## src/rtl/fifo_sync_flags.sv

```systemverilog
// ============================================================================
// Module      : fifo_sync_flags
// Description : Single-clock FIFO with almost-full/almost-empty flags, optional
//               first-word-fall-through output, sticky error bits and occupancy.
// Revision    : 1.0 - initial release
// ============================================================================
`default_nettype none

module fifo_sync_flags #(
  parameter int WIDTH     = 8,
  parameter int DEPTH     = 32,
  parameter int AF_THRESH = 28,
  parameter int AE_THRESH = 4,
  parameter int FWFT      = 0
) (
  input  logic                       CLOCK,
  input  logic                       RESET,
  input  logic                       CLEAR_N,
  input  logic [WIDTH-1:0]           DATA_IN,
  input  logic                       WRITE,
  input  logic                       READ,
  output logic [WIDTH-1:0]           DATA_OUT,
  output logic                       F_FULL_N,
  output logic                       F_EMPTY_N,
  output logic                       F_AFULL_N,
  output logic                       F_AEMPTY_N,
  output logic [$clog2(DEPTH):0]     USE_DW,
  output logic                       OVERFLOW,
  output logic                       UNDERFLOW
);

  localparam int AW = $clog2(DEPTH);
  localparam logic [AW:0] C_DEPTH = (AW+1)'(DEPTH);
  localparam logic [AW:0] C_AF    = (AW+1)'(AF_THRESH);
  localparam logic [AW:0] C_AE    = (AW+1)'(AE_THRESH);

  logic [WIDTH-1:0] r_mem [DEPTH];
  logic [AW-1:0]    r_wr_ptr;
  logic [AW-1:0]    r_rd_ptr;
  logic [AW:0]      r_use_dw;
  logic             r_overflow;
  logic             r_underflow;
  logic             w_rd_ok;
  logic             w_wr_ok;

  // Flags decode from the registered count only, so they lag the accepting edge.
  assign F_FULL_N   = (r_use_dw != C_DEPTH);
  assign F_EMPTY_N  = (r_use_dw != '0);
  assign F_AFULL_N  = !(r_use_dw >= C_AF);
  assign F_AEMPTY_N = !(r_use_dw <= C_AE);
  assign USE_DW     = r_use_dw;
  assign OVERFLOW   = r_overflow;
  assign UNDERFLOW  = r_underflow;

  // A write into a full FIFO is still absorbed when a read frees a slot that edge.
  assign w_rd_ok = READ & F_EMPTY_N;
  assign w_wr_ok = WRITE & (F_FULL_N | w_rd_ok);

  always_ff @(posedge CLOCK) begin
    if (RESET || !CLEAR_N) begin
      r_wr_ptr    <= '0;
      r_rd_ptr    <= '0;
      r_use_dw    <= '0;
      r_overflow  <= 1'b0;
      r_underflow <= 1'b0;
    end else begin
      if (w_wr_ok) r_wr_ptr <= r_wr_ptr + AW'(1);
      if (w_rd_ok) r_rd_ptr <= r_rd_ptr + AW'(1);
      case ({w_wr_ok, w_rd_ok})
        2'b10:   r_use_dw <= r_use_dw + (AW+1)'(1);
        2'b01:   r_use_dw <= r_use_dw - (AW+1)'(1);
        default: r_use_dw <= r_use_dw;
      endcase
      if (WRITE && !w_wr_ok) r_overflow  <= 1'b1;
      if (READ && !F_EMPTY_N) r_underflow <= 1'b1;
    end
  end

  // Storage is deliberately not reset.
  always_ff @(posedge CLOCK) begin
    if (!RESET && CLEAR_N && w_wr_ok) r_mem[r_wr_ptr] <= DATA_IN;
  end

  generate
    if (FWFT != 0) begin : g_fwft
      assign DATA_OUT = F_EMPTY_N ? r_mem[r_rd_ptr] : '0;
    end else begin : g_std
      logic [WIDTH-1:0] r_data_out;
      // Flush leaves the last read word visible; only reset zeroes it.
      always_ff @(posedge CLOCK) begin
        if (RESET) r_data_out <= '0;
        else if (CLEAR_N && w_rd_ok) r_data_out <= r_mem[r_rd_ptr];
      end
      assign DATA_OUT = r_data_out;
    end
  endgenerate

endmodule

`default_nettype wire
```

## config.mk

```make
export PLATFORM = sky130hd
export DESIGN_NAME = fifo_sync_flags
export DESIGN_NICKNAME = d
export VERILOG_FILES = /design/src/rtl/fifo_sync_flags.sv
export SDC_FILE = /design/constraint.sdc
export NUM_CORES = 1
export LEC_CHECK = 0
export ABC_AREA = 0
export CAP_MARGIN = 30
export CORE_MARGIN = 1.5
export CORE_UTILIZATION = 45
export DETAILED_ROUTE_END_ITERATION = 7
export PLACE_DENSITY = 0.68
export SYNTH_ARGS = -nofsm -noshare
export SYNTH_HDL_FRONTEND = slang
export SYNTH_SLANG_ARGS = --single-unit
export TNS_END_PERCENT = 1
```

## constraint.sdc

```tcl
create_clock -name CLOCK -period 3.2 [get_ports CLOCK]
set_input_delay 0.64 -clock CLOCK [delete_from_list [all_inputs] [get_ports CLOCK]]
set_output_delay 0.64 -clock CLOCK [all_outputs]
set_load 0.02 [all_outputs]
```

==> results of run 1 <==
## kinds of logic (layout without fill, tap and decap cells)
kind of cell | after synthesis | in the layout | synth area share (%)
and+or+nand+nor | 97 | 97 | 4.15
xor gates and xnor gates | 11 | 11 | 0.860
DFF | 282 | 282 | 73.3
AOI/OAI and AO/OA | 91 | 91 | 5.91
muxes | 84 | 84 | 12.9
adders and majority gates | 10 | 10 | 1.18
buffers and inverters | 43 | 125 | 1.72
## Yosys cell counts, types with 3 or more instances
master	instances	area (sq um)
edfxtp_1	256	7690
nor2_1	54	203
mux4_2	48	1080
mux2i_1	36	360
dfxtp_1	26	521
a21oi_1	19	95.1
clkbuf_1	18	67.6
nand2_1	15	56.3
a22o_1	14	123
buf_2	10	50.1
ha_1	9	113
inv_1	9	33.8
o221ai_1	8	70.1
a2111oi_0	7	61.3
a22oi_1	7	52.6
o22ai_1	7	43.8
xor2_1	6	52.6
a31oi_1	5	31.3
xnor2_1	5	43.8
nand2_4	4	45.0
nand3b_1	4	30.0
nand4_1	4	25.0
o21ai_0	4	20.0
buf_4	3	22.5
nand3_1	3	15.0
## layout by cell type (no fill, tap or decap), types with 6 or more instances in the layout
master,Yosys,final
clkdlybuf4s50_1,0,32
a2111oi_0,7,6
mux2i_1,36,36
ha_1,9,9
nor2_1,54,54
edfxtp_1,256,256
clkinv_2,0,6
a22oi_1,7,7
mux4_2,48,48
a22o_1,14,14
clkinv_1,0,6
o22ai_1,7,7
a21oi_1,19,19
dfxtp_1,26,25
buf_4,3,30
clkbuf_16,0,29
o221ai_1,8,8
xor2_1,6,6
nand2_1,15,15
inv_1,9,9
## power groups by stage
stage / Clock, mW / Combinational, mW / Sequential [mW]
after CTS: 3.27 / 0.290 / 4.04
after detailed placement: 0 / 0.288 / 4.12
final: 3.22 / 0.288 / 4.04
after global routing: 3.40 / 0.309 / 4.04
after floorplan: 0 / 0.144 / 4.12
after global placement: 0 / 0.278 / 4.12
## registers in the layout, indices dropped and copies added (netlist names)
| signal | flops |
|---|---|
| r_mem | 256 |
| r_wr_ptr | 5 |
| USE_DW | 6 |
| r_rd_ptr | 5 |
| OVERFLOW | 1 |
| UNDERFLOW | 1 |
| DATA_OUT | 8 |
## stage by stage
step                      cells  utilization [%]  setup WS, ps
after floorplan             618                -           324
after global placement      971             49.2           150
after detailed placement    972             49.2           104
after CTS                  1024             53.0           109
after global routing       1024             53.0          45.2
final                      1024             53.0           147
## metal layers
metal  global-route usage, %  vias to the layer above
li1                        -                     2616
met1                    25.6                     3057
met2                    30.3                      253
met3                    3.33                       49
met4                    6.19                        0
met5                       0                        -
## area by class of cell
class | count | area [sq um] | area share [%]
clock buffers | 34 | 744 | 5.76
inverters | 10 | 37.5 | 0.290
multi-input cells | 293 | 2800 | 21.6
repair buffers | 63 | 557 | 4.31
clock inverters | 18 | 170 | 1.32
well taps | 324 | 405 | 3.14
flip-flops and latches | 282 | 8210 | 63.5
## final timing paths
path                                    to  depth (start not counted)                startpoint  slack, ps
hold reg to reg   DATA_OUT[4]$_SDFFE_PP0P_                          1  DATA_OUT[4]$_SDFFE_PP0P_        480
setup / recovery                  F_FULL_N                          4    USE_DW[3]$_SDFFE_PP0P_        150
setup reg to reg    USE_DW[5]$_SDFFE_PP0P_                         10    USE_DW[3]$_SDFFE_PP0P_        220
hold / removal    DATA_OUT[4]$_SDFFE_PP0P_                          1  DATA_OUT[4]$_SDFFE_PP0P_        480
## what timing repair did
item                       CTS  global route
setup endpoints to repair    0             1
hold buffers                 0             0
resized for setup            0             1
==> summary.md, run 1 <==
| Metric | Value |
|---|---|
| Asr flop ratio synth | `0%` |
| Routed vias/inst | `5.83` |
| Post-Syn Area | `11,200 sq um` |
| Post-synthesis cell type count | `54` |
| Final Max Slew Viols | `0` |
| Most common flop cell mapped by yosys | `edfxtp_1` |
| Via count | `5,975` |
| WP data required | `2560 ps` |
| Die Area | `about 26,000 sq um` |
| Final setup violation count | `0` |
| Status | `finished, final reports clean` |
| Worst VDD drop | `314 uV` |
| Clk sinks | `282` |
| NetSw | `1.50 mW` |
| Iter 0 DRT Violations | `between 400 and 500` |
| Wire per inst | `22.8 microns` |
| Cells after Synth | `about 600` |
| Total track usage | `18.6%` |
| RSZ-0062 raised after global routing | `no` |
| Critical-path top delay cell | `or4_1` |
| Initial antenna violation count | `0` |
| DR WL met2 | `~11,000 microns` |
| Sum of buffers and inverters on the critical path | `1` |
| Sequential share of the synthesized area | `73.3%` |
| Post-route DRC | `0` |
| Slew margin rel. | `between 30% and 40%` |
| CTS H-tree depth | `1` |
| Critical path capture point type | `primary output` |
| Max cap viols | `0` |
| Share of layout cells above drive strength 1 | `19.0%` |
| WHS | `477 ps` |
| CTS Buf Count | `28` |
| DPL Wire Length | `15,000 microns` |
| Wl on met1 | `9930 microns` |
| Max layer used | `met4` |
| Setup CP Type | `register to primary output` |
| Max Fanout on Critical Path | `7` |
| Worst-Margin Slew | `982 ps` |
| CTS tree | `built` |
| Switching share of power | `19.9%` |
| EDFF count, synth | `~260` |
| Syn_nets | `641` |
| Max Freq | `between 300 and 400 MHz` |
| Site Rows | `57` |
| Routability congestion estimate from global placement | `between 0.8 and 0.9` |
| Final Cycle Share | `95.4%` |
| Startpoint types | `register` |
| Skew final | `15.9 ps` |
| Number of global-route vias before repair | `6,161` |
| Leak pwr | `4.06 nW` |
| Final Hold Fails | `0` |
| Number of nets still failing antenna checks after routing | `0` |
| Area after DPL | `~12,000 sq um` |
| Post-CTS Setup Bufs | `0` |
| Pwr Density | `a little under 600 nW/um^2` |
| Yosys reg bits | `between 200 and 300` |
| Maximum number of pins on one net before global-route repair | `33` |
| Fill count | `between 1.5k and 2k` |
| Final Net Count | `between 700 and 800` |
| CP top delay family | `simple AND/OR/NAND/NOR gates` |
| Synth warn | `0` |
| Clock Latency Late Sink | `around 540 ps` |
| Drt pass-1 iters | `5` |
| Io pins | `33` |
| Hold Crit Class | `register to register` |
| Syn avg cell area | `approximately 18 sq um` |
| Internal power | `6.04 mW` |
| Clock Tree Buf Depth | `3` |
| Area Overhead vs Synth | `15.4%` |
| Metal3 WL | `~1500 microns` |
| Overall die width | `161 microns` |
| First-pass GRT wire length | `~36,000 microns` |
| Gate power share | `3.8%` |
| DIE HEIGHT | `161 microns` |
| Crit path arrival time | `~2400 ps` |
| Clk pwr share | `42.6%` |
| Design Power | `approximately 7.5 mW` |
| Starting density of the core | `45.9%` |
| TNS Setup | `0 ps` |
| CORE AREA | `24,400 sq um` |
| Port bufs | `32` |
| Seq pwr share | `53.6%` |
| Worst-path cell chain | `or4_1 -> nor2_1 -> nand2_1 -> clkdlybuf4s50_1` |
| Root buf cell | `clkbuf_16` |
| WL final | `23,400 microns` |
| CP peak stage delay | `660 ps` |
| Congestion Overflow GR | `0` |
| Post-route cell area | `~13,000 sq um` |
| CTS clock-pin slew for the worst setup and hold paths | `about 60 ps` |
| Inserted Diodes | `0` |
| Final period demand of the worst path | `3050 ps` |
Note: power is estimated with default switching activity, not from simulation.
==> inputs of run 2 (changes only) <==
--- a/config.mk
+++ b/config.mk
@@ -10,6 +10,7 @@
 export CORE_MARGIN = 1.5
 export CORE_UTILIZATION = 45
 export DETAILED_ROUTE_END_ITERATION = 7
+export GPL_TIMING_DRIVEN = 0
 export PLACE_DENSITY = 0.68
 export SYNTH_ARGS = -nofsm -noshare
 export SYNTH_HDL_FRONTEND = slang
==> summary.md, run 2 (synthesis gave the netlist of run 1 again) <==
| Metric | Value |
|---|---|
| Clock Tree Buf Depth | `3` |
| RSZ-0062 raised after global routing | `no` |
| DPL Wire Length | `15,900 microns` |
| Routability congestion estimate from global placement | `0.837` |
| Final setup violation count | `0` |
| CTS tree | `built` |
| DIE HEIGHT | `161 microns` |
| CP top delay family | `simple AND/OR/NAND/NOR gates` |
| Fill count | `1,918` |
| CTS H-tree depth | `1` |
| Io pins | `33` |
| Clk sinks | `282` |
| Area after DPL | `12,000 sq um` |
| Number of global-route vias before repair | `6,047` |
| Gate power share | `4.0%` |
| Root buf cell | `clkbuf_16` |
| Reg-to-Reg Start | `r_rd_ptr[0]$_SDFFE_PP0N_` |
| Site Rows | `57` |
| Congestion Overflow GR | `0` |
| Max cap viols | `0` |
| Critical-path top delay cell | `clkdlybuf4s50_1` |
| End of the worst hold path | `DATA_OUT[7]$_SDFFE_PP0P_` |
| Post-route cell area | `13,000 sq um` |
| Final Net Count | `713` |
| First-pass GRT wire length | `36,000 microns` |
| Inserted Diodes | `0` |
| Wire per inst | `22.8 microns` |
| Die Area | `25,800 sq um` |
| Hold path start | `DATA_OUT[7]$_SDFFE_PP0P_` |
| Total track usage | `18.6%` |
| Final Cycle Share | `96.1%` |
| Final worst setup slack | `125 ps` |
| Final Max Slew Viols | `0` |
| Skew final | `13.1 ps` |
| R2R cell count | `8` |
| CTS Buf Count | `27` |
| Pwr Density | `584 nW/um^2` |
| Clk pwr share | `42.8%` |
| Share of layout cells above drive strength 1 | `17.9%` |
| Design Power | `7.59 mW` |
| Maximum number of pins on one net before global-route repair | `33` |
| Final Hold Fails | `0` |
| Hold Crit Class | `register to register` |
| Worst-Margin Slew | `about 840 ps` |
| Crit path arrival time | `2440 ps` |
| Post-Place Worst Slack | `-198 ps` |
| WL final | `23,600 microns` |
| Port bufs | `31` |
| Initial antenna violation count | `0` |
| Slew margin rel. | `a little over two fifths` |
| Internal power | `roughly 6.1 mW` |
| Iter 0 DRT Violations | `580` |
| Max FFs per register | `between 200 and 300` |
| Setup CP Type | `register to primary output` |
| Most common cell after layout, fill and taps aside | `edfxtp_1` |
| Drt pass-1 iters | `5` |
| Leak pwr | `4.07 nW` |
| Critical path capture point type | `primary output` |
| Hold Path Depth | `1` |
| Status | `finished, final reports clean` |
| Seq pwr share | `53.2%` |
| Worst-path cell chain | `or4_1 -> buf_2 -> nor2_1 -> nand2_1 -> clkdlybuf4s50_1` |
| Post-route DRC | `0` |
| CORE AREA | `~24,000 sq um` |
| Number of nets still failing antenna checks after routing | `0` |
| Clock Latency Late Sink | `530 ps` |
| Routed vias/inst | `between 5 and 6` |
| Startpoint types | `register` |
| WP data required | `2560 ps` |
| Starting density of the core | `45.9%` |
| WHS | `482 ps` |
| R2R Path End | `DATA_OUT[6]$_SDFFE_PP0P_` |
| Area Overhead vs Synth | `16.0%` |
| Max Freq | `325 MHz` |
| NetSw | `1.49 mW` |
| Reg with most FFs | `r_mem` |
| Sum of buffers and inverters on the critical path | `2` |
| CP peak stage delay | `550 ps` |
| Overall die width | `approximately 160 microns` |
| CTS Hold Buffers Added | `0` |
| Commonest cells after routing, fill and taps aside | `edfxtp_1 (256), nor2_1 (54), mux4_2 (48)` |
| Final core utilization | `between 50% and 60%` |
| Max Fanout on Critical Path | `7` |
| Switching share of power | `19.6%` |
| Worst VDD drop | `339 uV` |
| Reg2Reg Setup Slack | `170 ps` |
| Via count | `5,940` |
| Final period demand of the worst path | `3080 ps` |
| CTS clock-pin slew for the worst setup and hold paths | `60 ps` |
[run 2: worst max path at each step]
stage                        endpoint                    from  cells after the start  slack, ps
3_3_place_gp    r_mem[8][2]$_DFFE_PP_                 CLEAR_N                      6       -140
5_1_grt        USE_DW[5]$_SDFFE_PP0P_  USE_DW[3]$_SDFFE_PP0P_                     11         10
2_1_floorplan  USE_DW[5]$_SDFFE_PP0P_  USE_DW[3]$_SDFFE_PP0P_                     11        320
3_5_place_dp    r_mem[8][7]$_DFFE_PP_                 CLEAR_N                      6       -200
6_report                    F_EMPTY_N  USE_DW[3]$_SDFFE_PP0P_                      5        120
4_1_cts        USE_DW[5]$_SDFFE_PP0P_  USE_DW[3]$_SDFFE_PP0P_                     11          7
[run 2: power groups by stage]
stage / sequential, mW / clock, mW / combinational, mW
after floorplan: 4.12 / 0 / 0.144
after global placement: 4.11 / 0 / 0.270
after detailed placement: 4.11 / 0 / 0.298
after CTS: 4.03 / 3.29 / 0.299
after global routing: 4.03 / 3.43 / 0.326
final: 4.03 / 3.25 / 0.304
[run 2: layout make-up]
type / count / area (sq um) / share of cell area [%]
sequential: 282 / 8210 / 63.2
multi-input combinational: 293 / 2820 / 21.7
clock buffer: 31 / 691 / 5.32
timing repair buffer: 43 / 458 / 3.53
tap: 324 / 405 / 3.12
clock inverter: 18 / 219 / 1.69
buffer: 33 / 155 / 1.19
inverter: 10 / 37.5 / 0.289
[run 2: per-stage QoR]
step | setup TNS [ps] | cells
finish | 0 | 1034
global route | 0 | 1034
CTS | 0 | 1033
detailed placement | -29340 | 984
global placement | -24130 | 973
floorplan | 0 | 618
[run 2: routing by layer]
layer / global-route usage, % / share of wire, %
met1: 26.0 / 43
met2: 30.0 / 48
met3: 3.49 / 6.3
met4: 5.47 / 2.6
met5: 0 / 0
[run 2: repair_timing]
item                                   4_1_cts  5_1_grt
pin swaps                                    0        1
gates resized for setup                      1        4
setup endpoints to repair                    1        1
setup buffers                                0        0
endpoints found under the hold margin        0        0
[run 2: worst reg2reg max path, stage by stage (launching register included)]
cell,delay [ps]
dfxtp_1,340
buf_4,230
buf_2,450
buf_2,400
mux2i_1,240
o22ai_1,130
a2111oi_1,810
a21oi_1,90
a22o_1,220
==> inputs of run 3 (changes only) <==
--- a/config.mk
+++ b/config.mk
@@ -9,6 +9,7 @@
 export CAP_MARGIN = 30
 export CORE_MARGIN = 1.5
 export CORE_UTILIZATION = 45
+export CTS_BUF_LIST = sky130_fd_sc_hd__clkbuf_16
 export DETAILED_ROUTE_END_ITERATION = 7
 export GPL_TIMING_DRIVEN = 0
 export PLACE_DENSITY = 0.68
==> constraint.sdc (replaced) <==
create_clock -name CLOCK -period 3.2 [get_ports CLOCK]
set_input_delay 0.32 -clock CLOCK [delete_from_list [all_inputs] [get_ports CLOCK]]
set_output_delay 0.32 -clock CLOCK [all_outputs]
set_load 0.02 [all_outputs]
==> summary.md, run 3 (synthesis gave the netlist of run 1 again) <==
| Metric | Value |
|---|---|
| Clk pwr share | `42.7%` |
| Final non-filler cell total | `around 1.0k` |
| DIE HEIGHT | `161 microns` |
| NetSw | `1.49 mW` |
| Clock Tree Buf Depth | `3` |
| Clk sinks | `approximately 280` |
| Inserted Diodes | `0` |
| Hold path start | `READ` |
| WHS | `about 270 ps` |
| Startpoint types | `register` |
| Final Cycle Share | `94.3%` |
| Site Rows | `57` |
| Post-CTS Setup Bufs | `0` |
| Design Power | `7.57 mW` |
| WP data required | `3610 ps` |
| CORE AREA | `24,400 sq um` |
| Max Fanout on Critical Path | `10` |
| Seq pwr share | `53.3%` |
| CTS Buf Count | `27` |
| Overall die width | `161 microns` |
| Number of global-route vias before repair | `6,047` |
| Clock Latency Late Sink | `530 ps` |
| Worst-Margin Slew | `836 ps` |
| Post-route cell area | `between 10,000 and 15,000 sq um` |
| Final core utilization | `53.3%` |
| Area after DPL | `12,000 sq um` |
| Crit path from | `r_rd_ptr[0]$_SDFFE_PP0N_` |
| Reg with most FFs | `r_mem` |
| RSZ-0062 raised after global routing | `no` |
| Critical path capture point type | `register` |
| DPL Wire Length | `15,900 microns` |
| Congestion Overflow GR | `0` |
| Max Freq | `331 MHz` |
| Skew final | `11.7 ps` |
| Inst Count DP | `roughly 980` |
| Pwr Density | `583 nW/um^2` |
| Gate power share | `4.0%` |
| Wire per inst | `22.8 microns` |
| Area Overhead vs Synth | `16.0%` |
| WL final | `23,600 microns` |
| Root buf cell | `clkbuf_16` |
| TNS Setup | `0 ps` |
| Slew margin rel. | `44.1%` |
| Share of layout cells above drive strength 1 | `17.9%` |
| Post-route DRC | `0` |
| Final period demand of the worst path | `roughly 3000 ps` |
| Internal power | `6.08 mW` |
| Final Max Slew Viols | `0` |
| Max FFs per register | `256` |
| Hold Crit Class | `primary input to register` |
| Reg-to-Reg Start | `r_rd_ptr[0]$_SDFFE_PP0N_` |
| Initial antenna violation count | `0` |
| Die Area | `25,800 sq um` |
| CTS H-tree depth | `1` |
| Critical-path top delay cell | `a2111oi_1` |
| Crit path arrival time | `between 3000 and 4000 ps` |
| Maximum number of pins on one net before global-route repair | `33` |
| First-pass GRT wire length | `36,000 microns` |
| Final Net Count | `713` |
| Number of nets still failing antenna checks after routing | `0` |
| CTS Hold Buffers Added | `0` |
| Port bufs | `31` |
| Leak pwr | `~4 nW` |
| Final setup violation count | `0` |
| Iter 0 DRT Violations | `583` |
| Most common cell after layout, fill and taps aside | `edfxtp_1` |
| Worst-path cell chain | `buf_4 -> buf_2 -> buf_2 -> mux2i_1 -> o22ai_1 -> a2111oi_1 -> a21oi_1 -> a22o_1` |
| Commonest cells after routing, fill and taps aside | `edfxtp_1 (256), nor2_1 (54), mux4_2 (48)` |
| CTS clock-pin slew for the worst setup and hold paths | `70 ps` |
| Drt pass-1 iters | `5` |
| CP peak stage delay | `approximately 800 ps` |
| CTS tree | `built` |
| Switching share of power | `19.7%` |
| Status | `finished, final reports clean` |
| Io pins | `33` |
| Worst VDD drop | `339 uV` |
| Total track usage | `about a fifth` |
| Setup CP Type | `register to register` |
| Routed vias/inst | `5.75` |
| Post-Place Worst Slack | `45.5 ps` |
| Final worst setup slack | `about 180 ps` |
| Final Hold Fails | `0` |
| Via count | `5,947` |
| Routability congestion estimate from global placement | `0.837` |
| Max cap viols | `0` |
| CP dominant cell by count | `buf_2` |
| Starting density of the core | `45.9%` |
[run 3: layer usage]
| layer | global-route usage, % | share of wire [%] | vias to the layer above |
|---|---|---|---|
| met2 | 30.0 | 48 | 208 |
| met4 | 5.47 | 2.8 | 0 |
| li1 | - | - | 2639 |
| met5 | 0 | 0 | - |
| met1 | 26.0 | 43 | 3056 |
| met3 | 3.49 | 6.4 | 44 |
[run 3: path summary, 6_finish.rpt]
check	end	slack, ps	cells after the start
worst max-delay path	DATA_OUT[6]$_SDFFE_PP0P_	180	8
worst min-delay path	UNDERFLOW$_SDFFE_PP0P_	270	3
worst max register to register	DATA_OUT[6]$_SDFFE_PP0P_	180	8
worst min register to register	DATA_OUT[7]$_SDFFE_PP0P_	480	1
[run 3: critical path, delay by kind of cell, from the launching register on]
family	cells	cell delay [ps]
AOI/OAI and AO/OA	4	1240
buffers and inverters	3	1070
DFF	1	340
muxes	1	240
[run 3: power by group through the flow]
stage                     clock [mW]  combinational, mW  sequential [mW]
after floorplan                    0              0.144             4.12
after global placement             0              0.270             4.11
after detailed placement           0              0.298             4.11
after CTS                       3.27              0.299             4.03
after global routing            3.41              0.326             4.03
final                           3.24              0.304             4.03
[run 3: repair_timing]
| action | 4_1_cts | 5_1_grt |
|---|---|---|
| endpoints found under the hold margin | 0 | 0 |
| resized for setup | 1 | 4 |
| pin swaps | 0 | 1 |
| setup endpoints to repair | 1 | 1 |
[run 3: layout make-up]
| class | count | area (sq um) |
|---|---|---|
| Fill cell | 1918 | 11400 |
| Clock inverter | 22 | 234 |
| Inverter | 10 | 37.5 |
| Clock buffer | 27 | 676 |
| Tap cell | 324 | 405 |
| Timing Repair Buffer | 43 | 458 |
| Buffer | 33 | 155 |
| Multi-Input combinational cell | 293 | 2820 |
| Sequential cell | 282 | 8210 |
